[src/rtl/fisr_pkg.sv]
// Shared constants, state encoding and result-class helpers for the
// fast inverse-square-root sequencer.
package fisr_pkg;

    localparam logic [31:0] MAGIC      = 32'h5F3759DF;
    localparam logic [31:0] ONE_P_FIVE = 32'h3FC00000;
    localparam logic [31:0] QNAN       = 32'h7FC00000;
    localparam logic [31:0] PINF       = 32'h7F800000;

    localparam logic [2:0] S_IDLE     = 3'd0;
    localparam logic [2:0] S_CLASSIFY = 3'd1;
    localparam logic [2:0] S_SEED     = 3'd2;
    localparam logic [2:0] S_MUL_YY   = 3'd3;
    localparam logic [2:0] S_MUL_XT   = 3'd4;
    localparam logic [2:0] S_SUB      = 3'd5;
    localparam logic [2:0] S_MUL_YT   = 3'd6;
    localparam logic [2:0] S_DONE     = 3'd7;

    typedef enum logic [1:0] {
        FLAG_NORMAL  = 2'd0,
        FLAG_ZERO    = 2'd1,
        FLAG_NEG_NAN = 2'd2,
        FLAG_PINF    = 2'd3
    } fisr_flag_e;

    // Zero/denormal wins over sign, so -0 is treated as zero rather than negative.
    function automatic fisr_flag_e fisr_classify(input logic [31:0] x);
        logic [7:0] e;
        e = x[30:23];
        if (e == 8'h00)
            return FLAG_ZERO;
        if (e == 8'hFF && x[22:0] != 23'd0)
            return FLAG_NEG_NAN;
        if (x[31])
            return FLAG_NEG_NAN;
        if (e == 8'hFF)
            return FLAG_PINF;
        return FLAG_NORMAL;
    endfunction

    function automatic logic [31:0] fisr_special_value(input fisr_flag_e flag);
        case (flag)
            FLAG_ZERO:    return PINF;
            FLAG_NEG_NAN: return QNAN;
            default:      return 32'h0000_0000;
        endcase
    endfunction

    // Halving by exponent decrement; the smallest normal would become a
    // denormal, which the downstream units do not handle, so it flushes to 0.
    function automatic logic [31:0] fisr_half(input logic [31:0] x);
        if (x[30:23] == 8'h01)
            return 32'h0000_0000;
        return {x[31], x[30:23] - 8'h01, x[22:0]};
    endfunction

endpackage

[src/rtl/fisr_op_timer.sv]
// Loadable down-counter that pulses done in the cycle its count steps to zero,
// marking the capture cycle of an outstanding multiply or subtract.
module fisr_op_timer #(
    parameter int W = 2
) (
    input  logic         clk,
    input  logic         rst,
    input  logic         load,
    input  logic [W-1:0] load_val,
    output logic         done
);

    logic [W-1:0] cnt_q;
    logic [W-1:0] cnt_d;

    always_comb begin
        cnt_d = cnt_q;
        if (load)
            cnt_d = load_val;
        else if (cnt_q != '0)
            cnt_d = cnt_q - W'(1);
    end

    assign done = (cnt_q == W'(1));

    always_ff @(posedge clk or negedge rst) begin
        if (!rst)
            cnt_q <= '0;
        else
            cnt_q <= cnt_d;
    end

endmodule

[src/rtl/fisr_sequencer.sv]
// Control FSM for the fast inverse-square-root datapath: seeds y0 with the
// bit trick and time-shares one multiplier and one subtractor for Newton steps.
//
// state    | meaning
// IDLE     | ready for x
// CLASSIFY | sort x into normal / zero / negative-NaN / +inf
// SEED     | y0 = MAGIC - (x>>1), x_half = x/2
// MUL_YY   | t = y*y
// MUL_XT   | t = x_half*t
// SUB      | t = 1.5 - t
// MUL_YT   | y = y*t, count iteration
// DONE     | hold result until out_ready
module fisr_sequencer
    import fisr_pkg::*;
#(
    parameter int N_ITER  = 1,
    parameter int MUL_LAT = 2,
    parameter int SUB_LAT = 2
) (
    input  logic        clk,
    input  logic        rst,
    input  logic        in_valid,
    output logic        in_ready,
    input  logic [31:0] in_data,
    output logic        mul_ce,
    output logic [31:0] mul_a,
    output logic [31:0] mul_b,
    input  logic [31:0] mul_p,
    output logic        sub_ce,
    output logic [31:0] sub_a,
    output logic [31:0] sub_b,
    input  logic [31:0] sub_r,
    output logic        out_valid,
    input  logic        out_ready,
    output logic [31:0] out_data,
    output logic [1:0]  out_flag,
    output logic        busy
);

    localparam int MAX_LAT = (MUL_LAT > SUB_LAT) ? MUL_LAT : SUB_LAT;
    localparam int TW      = $clog2(MAX_LAT + 1);
    localparam logic [TW-1:0] MUL_LOAD  = TW'(MUL_LAT);
    localparam logic [TW-1:0] SUB_LOAD  = TW'(SUB_LAT);
    localparam logic [1:0]    ITER_LAST = 2'(N_ITER);

    logic [2:0]  state_q, state_d;
    logic [31:0] x_q, x_d;
    logic [31:0] xh_q, xh_d;
    logic [31:0] y_q, y_d;
    logic [31:0] t_q, t_d;
    logic [31:0] out_data_q, out_data_d;
    fisr_flag_e  out_flag_q, out_flag_d;
    logic [1:0]  iter_q, iter_d;
    logic        wait_q, wait_d;

    logic          timer_load;
    logic [TW-1:0] timer_val;
    logic          timer_done;
    logic [1:0]    iter_inc;
    fisr_flag_e    x_class;

    assign iter_inc = iter_q + 2'd1;
    assign x_class  = fisr_classify(x_q);

    fisr_op_timer #(
        .W (TW)
    ) u_timer (
        .clk      (clk),
        .rst      (rst),
        .load     (timer_load),
        .load_val (timer_val),
        .done     (timer_done)
    );

    always_comb begin
        state_d    = state_q;
        x_d        = x_q;
        xh_d       = xh_q;
        y_d        = y_q;
        t_d        = t_q;
        out_data_d = out_data_q;
        out_flag_d = out_flag_q;
        iter_d     = iter_q;
        wait_d     = wait_q;
        timer_load = 1'b0;
        timer_val  = '0;
        mul_ce     = 1'b0;
        mul_a      = 32'h0;
        mul_b      = 32'h0;
        sub_ce     = 1'b0;
        sub_a      = 32'h0;
        sub_b      = 32'h0;

        case (state_q)
            S_IDLE: begin
                if (in_valid) begin
                    x_d        = in_data;
                    out_data_d = 32'h0;
                    out_flag_d = FLAG_NORMAL;
                    state_d    = S_CLASSIFY;
                end
            end
            S_CLASSIFY: begin
                if (x_class != FLAG_NORMAL) begin
                    out_data_d = fisr_special_value(x_class);
                    out_flag_d = x_class;
                    state_d    = S_DONE;
                end else begin
                    state_d = S_SEED;
                end
            end
            S_SEED: begin
                y_d     = MAGIC - {1'b0, x_q[31:1]};
                xh_d    = fisr_half(x_q);
                iter_d  = 2'd0;
                wait_d  = 1'b0;
                state_d = S_MUL_YY;
            end
            S_MUL_YY, S_MUL_XT, S_MUL_YT: begin
                mul_a = (state_q == S_MUL_XT) ? xh_q : y_q;
                mul_b = (state_q == S_MUL_YY) ? y_q  : t_q;
                if (!wait_q) begin
                    mul_ce     = 1'b1;
                    timer_load = 1'b1;
                    timer_val  = MUL_LOAD;
                    wait_d     = 1'b1;
                end else if (timer_done) begin
                    wait_d = 1'b0;
                    if (state_q == S_MUL_YY) begin
                        t_d     = mul_p;
                        state_d = S_MUL_XT;
                    end else if (state_q == S_MUL_XT) begin
                        t_d     = mul_p;
                        state_d = S_SUB;
                    end else begin
                        y_d    = mul_p;
                        iter_d = iter_inc;
                        if (iter_inc == ITER_LAST) begin
                            out_data_d = mul_p;
                            out_flag_d = FLAG_NORMAL;
                            state_d    = S_DONE;
                        end else begin
                            state_d = S_MUL_YY;
                        end
                    end
                end
            end
            S_SUB: begin
                sub_a = ONE_P_FIVE;
                sub_b = t_q;
                if (!wait_q) begin
                    sub_ce     = 1'b1;
                    timer_load = 1'b1;
                    timer_val  = SUB_LOAD;
                    wait_d     = 1'b1;
                end else if (timer_done) begin
                    wait_d  = 1'b0;
                    t_d     = sub_r;
                    state_d = S_MUL_YT;
                end
            end
            S_DONE: begin
                if (out_ready)
                    state_d = S_IDLE;
            end
            default: state_d = S_IDLE;
        endcase
    end

    assign in_ready  = (state_q == S_IDLE);
    assign busy      = (state_q != S_IDLE);
    assign out_valid = (state_q == S_DONE);
    assign out_data  = out_data_q;
    assign out_flag  = out_flag_q;

    always_ff @(posedge clk or negedge rst) begin
        if (!rst) begin
            state_q    <= S_IDLE;
            x_q        <= 32'h0;
            xh_q       <= 32'h0;
            y_q        <= 32'h0;
            t_q        <= 32'h0;
            out_data_q <= 32'h0;
            out_flag_q <= FLAG_NORMAL;
            iter_q     <= 2'd0;
            wait_q     <= 1'b0;
        end else begin
            state_q    <= state_d;
            x_q        <= x_d;
            xh_q       <= xh_d;
            y_q        <= y_d;
            t_q        <= t_d;
            out_data_q <= out_data_d;
            out_flag_q <= out_flag_d;
            iter_q     <= iter_d;
            wait_q     <= wait_d;
        end
    end

endmodule

[config.mk]
export PLATFORM = sky130hd
export DESIGN_NAME = fisr_sequencer
export DESIGN_NICKNAME = d
export VERILOG_FILES = /design/src/rtl/fisr_pkg.sv /design/src/rtl/fisr_op_timer.sv /design/src/rtl/fisr_sequencer.sv
export SDC_FILE = /design/constraint.sdc
export NUM_CORES = 1
export LEC_CHECK = 0
export ABC_AREA = 1
export BUFFER_PORTS_ARGS = -buffer_cell sky130_fd_sc_hd__buf_4
export CAP_MARGIN = 10
export CORE_MARGIN = 4
export CORE_UTILIZATION = 40
export CTS_BUF_LIST = sky130_fd_sc_hd__clkbuf_4
export CTS_CLUSTER_SIZE = 10
export DETAILED_ROUTE_END_ITERATION = 8
export PLACE_DENSITY = 0.64
export SLEW_MARGIN = 40
export SYNTH_ARGS = -nofsm -noshare
export SYNTH_HDL_FRONTEND = slang
export SYNTH_SLANG_ARGS = --single-unit
[constraint.sdc]
create_clock -name clk -period 7.4 [get_ports clk]
set_input_delay 1.11 -clock clk [delete_from_list [all_inputs] [get_ports clk]]
set_output_delay 1.11 -clock clk [all_outputs]
set_load 0.02 [all_outputs]
==> impl_metrics.yaml <==
finish:
  layout.core_utilization_pct: 49.9
  design_area_sq_mm: 0.0123
  drive_gt1_share_pct: 20.3
  synthesis_to_finish_area_growth_pct: 22.0
  instances_no_fill: 1934
  nNetsFinal: 1711
synth:
  synth_sequential_area_ratio_pct: 42.3
  synth_seq_cells: 170
  synth.lib_cells_used.distinct: 39
  synth.top_cells.by_count: "sky130_fd_sc_hd__nand2_1, sky130_fd_sc_hd__inv_1, sky130_fd_sc_hd__dfrtp_1, sky130_fd_sc_hd__nor2_1, sky130_fd_sc_hd__o21ai_0"
  synth.area.mux_share_pct: 0
  synth_xor_xnor_area_share_pct: 0.697
  synth-compound-area-share_pct: 17.6
  synth.avg_cell_area_sq_um: 7.13
  syn-cell-area_sq_mm: 0.0100
  synth_top_cells_by_area: "sky130_fd_sc_hd__dfrtp_1, sky130_fd_sc_hd__nand2_1, sky130_fd_sc_hd__inv_1"
  synthCells: 1408
  synth_async_sr_flop_share_pct: 100
  primary_flip_flop_cell_chosen_by_synthesis_mapping: "sky130_fd_sc_hd__dfrtp_1"
  largest_family_of_logic_cells_by_synthesized_area: "simple AND/OR/NAND/NOR gates"
  fraction_of_the_mapped_netlist_area_in_adder_cells_pct: 1.87
  synth_largest_type_area_fraction_pct: 42.3
  yosys.cell_count.top_type: "sky130_fd_sc_hd__nand2_1"
  ys.warnings.count: 0
  number_of_synthesized_flops_with_an_enable_pin: 0
  synth_top_cell_by_area: "sky130_fd_sc_hd__dfrtp_1"
  synth_simple_gate_area_share_pct: 23.7
cts:
  htreeDepth: 4
  cts_tree: "done"
  numClockSinks: 170
  cts.path.max_buffers: 2
  cts-resized-gates: 0
  holdBufCountCts: 0
  numCtsBuffers: 17
  clock_latency_ns: 0.58
  clk_pin_slew_worst_paths_ns: 0.16
  cts_root_buffer: "sky130_fd_sc_hd__clkbuf_4"
  post_cts_setup_buffer_count: 0
placed_design:
  place.gp.congestion: 0.891
  postPlaceCellArea_sq_mm: 0.0119
  dp_slack_ns: 3.44
  dp.final_hpwl_mm: 25.5
  place.port_buffers: 242
  placed_cells: 1900
power_and_ir_drop:
  vdd.ir_drop.worst_mv: 0.195
  report.power.total_mw: 6.20
  cellLeakagePower_nw: 6.67
  p_per_area_mw_per_mm2: 506
route:
  totalWireLength_mm: 34.1
  mean_number_of_vias_per_cell: 5.12
  route.antenna.remaining_nets: 0
  vias: 9910
  total_iterations_of_the_first_detailed_routing_run: 6
  detail_route.wl_per_cell_um: 17.7
  detail_route.iter0.violations: 881
  drc_violation_count_after_routing: 0
sta:
  final_min_period_over_clock_period_pct: 62.0
  final.setup.worst_slack_ns: 2.81
  fmaxAchievable_mhz: 218
  timing.final.max_slew_violations: 0
  grt_setup_unrepaired: "false"
  worst_clock_skew_ns: 0.0336
  hold_viol: 0
  period_minus_slack_ns: 4.59
  fin_hold_ws_ns: 0.397
  finalSetupViolCount: 0
  tightestPinTransition_ns: 0.738
  timing.slew.headroom_pct: 50.8
  setup_tns_ns: 0
setup_path:
  r2r_end: "y_q[30]"
  regToRegSetupSlack_ns: 3.46
  crit_path_end_kind: "output port"
  critical_path_required_ns: 6.29
  ff2ff_path_depth: 12
  cp_max_fo: 68
  arrival_ns: 3.48
  critPathLaunchType: "flop"
  r2r-start: "state_q[0]"
  path_class: "reg2out"
worst_hold_path:
  holdCritPathClass: "in2async"
die:
  floorplan.die.width_um: 166
  floorplan.rows: 57
  core_area_sq_mm: 0.0245
  die_h_um: 166
  initial_utilization_pct: 40.9
  ios: 267
  die_ar_sq_mm: 0.0277
global_routing:
  groute.usage.overall_pct: 24.2
  largest_net_degree_at_the_start_of_global_routing: 97
  first_global_vias: 9381
  grt_overflow_total: 0
  first_pass_grt_wire_length_mm: 53.9
  antenna_violations_before_repair: 1
outcome:
  run_status: "completed"
flow_run:
  max_cap_check_violation_count: 0
-- layout make-up --
type	count	area [sq um]
clock inverters	15	209
fillers	2558	12300
diodes	1	2.50
repair buffers	252	1920
flip-flops and latches	170	4250
well taps	324	405
inverters	213	801
multi-input cells	942	4530
clock buffers	17	128
-- sequential cells by signal (all words and copies together), names as in the netlist, 2 cells and up --
name,cells
out_data,32
iter_q,2
u_timer.cnt_q,2
xh_q,32
out_flag,2
y_q,32
state_q,3
x_q,32
t_q,32
-- kinds of logic (layout without fill, tap and decap cells) --
| kind of cell | Yosys count | count (layout) |
|---|---|---|
| AOI/OAI and AO/OA | 316 | 316 |
| xor gates and xnor gates | 8 | 8 |
| adders and majority gates | 15 | 15 |
| buffers and inverters | 319 | 497 |
| DFF | 170 | 170 |
| other | 1 | 25 |
| and+or+nand+nor | 579 | 579 |
-- how the worst max path moves through the flow --
stage,cells after the start,slack (ns),startpoint,to
after floorplan,11,4.56,state_q[0],mul_b[10]
after global placement,10,3.55,state_q[0],mul_b[31]
after detailed placement,10,3.44,state_q[0],mul_b[31]
after CTS,10,2.78,state_q[0],mul_b[31]
after global routing,10,2.48,state_q[1],mul_b[6]
final,10,2.81,state_q[0],mul_b[12]
-- worst max-delay path: stages, from the launching register on --
cell                      delay [ns]
sky130_fd_sc_hd__dfrtp_1        0.46
sky130_fd_sc_hd__inv_1          0.11
sky130_fd_sc_hd__ha_1           0.22
sky130_fd_sc_hd__nand2_4        0.33
sky130_fd_sc_hd__inv_2          0.21
sky130_fd_sc_hd__nor2_4         0.08
sky130_fd_sc_hd__nand2_4        0.54
sky130_fd_sc_hd__buf_4          0.60
sky130_fd_sc_hd__nand2_1        0.12
sky130_fd_sc_hd__inv_1          0.08
sky130_fd_sc_hd__buf_4          0.14
-- power breakdown --
| part | switching [mW] | total, mW | internal (mW) |
|---|---|---|---|
| sequential | 0.303 | 1.65 | 1.35 |
| clock | 0.371 | 0.648 | 0.277 |
| combinational | 2.62 | 3.90 | 1.29 |
| total | 3.29 | 6.20 | 2.91 |
-- metal layers --
metal	up-vias	share of wire (%)	global-route usage, %
li1	4814	-	-
met1	4730	48	36.6
met2	336	45	36.7
met3	30	6.1	3.82
met4	0	1.3	5.16
met5	-	0	0
-- cell usage in the layout, fill, tap and decap left out, drive strengths merged, types with 24 or more instances in the layout --
| cell type | netlist | final |
|---|---|---|
| nand2 | 326 | 326 |
| buf | 57 | 252 |
| inv | 211 | 217 |
| dfrtp | 170 | 170 |
| o21ai | 148 | 148 |
| nor2 | 146 | 146 |
| a21oi | 73 | 73 |
| nand3 | 56 | 56 |
| o22ai | 33 | 33 |
| or2 | 33 | 33 |
| o211ai | 32 | 32 |
| conb | 1 | 24 |
(Power assumes the default switching activity.)
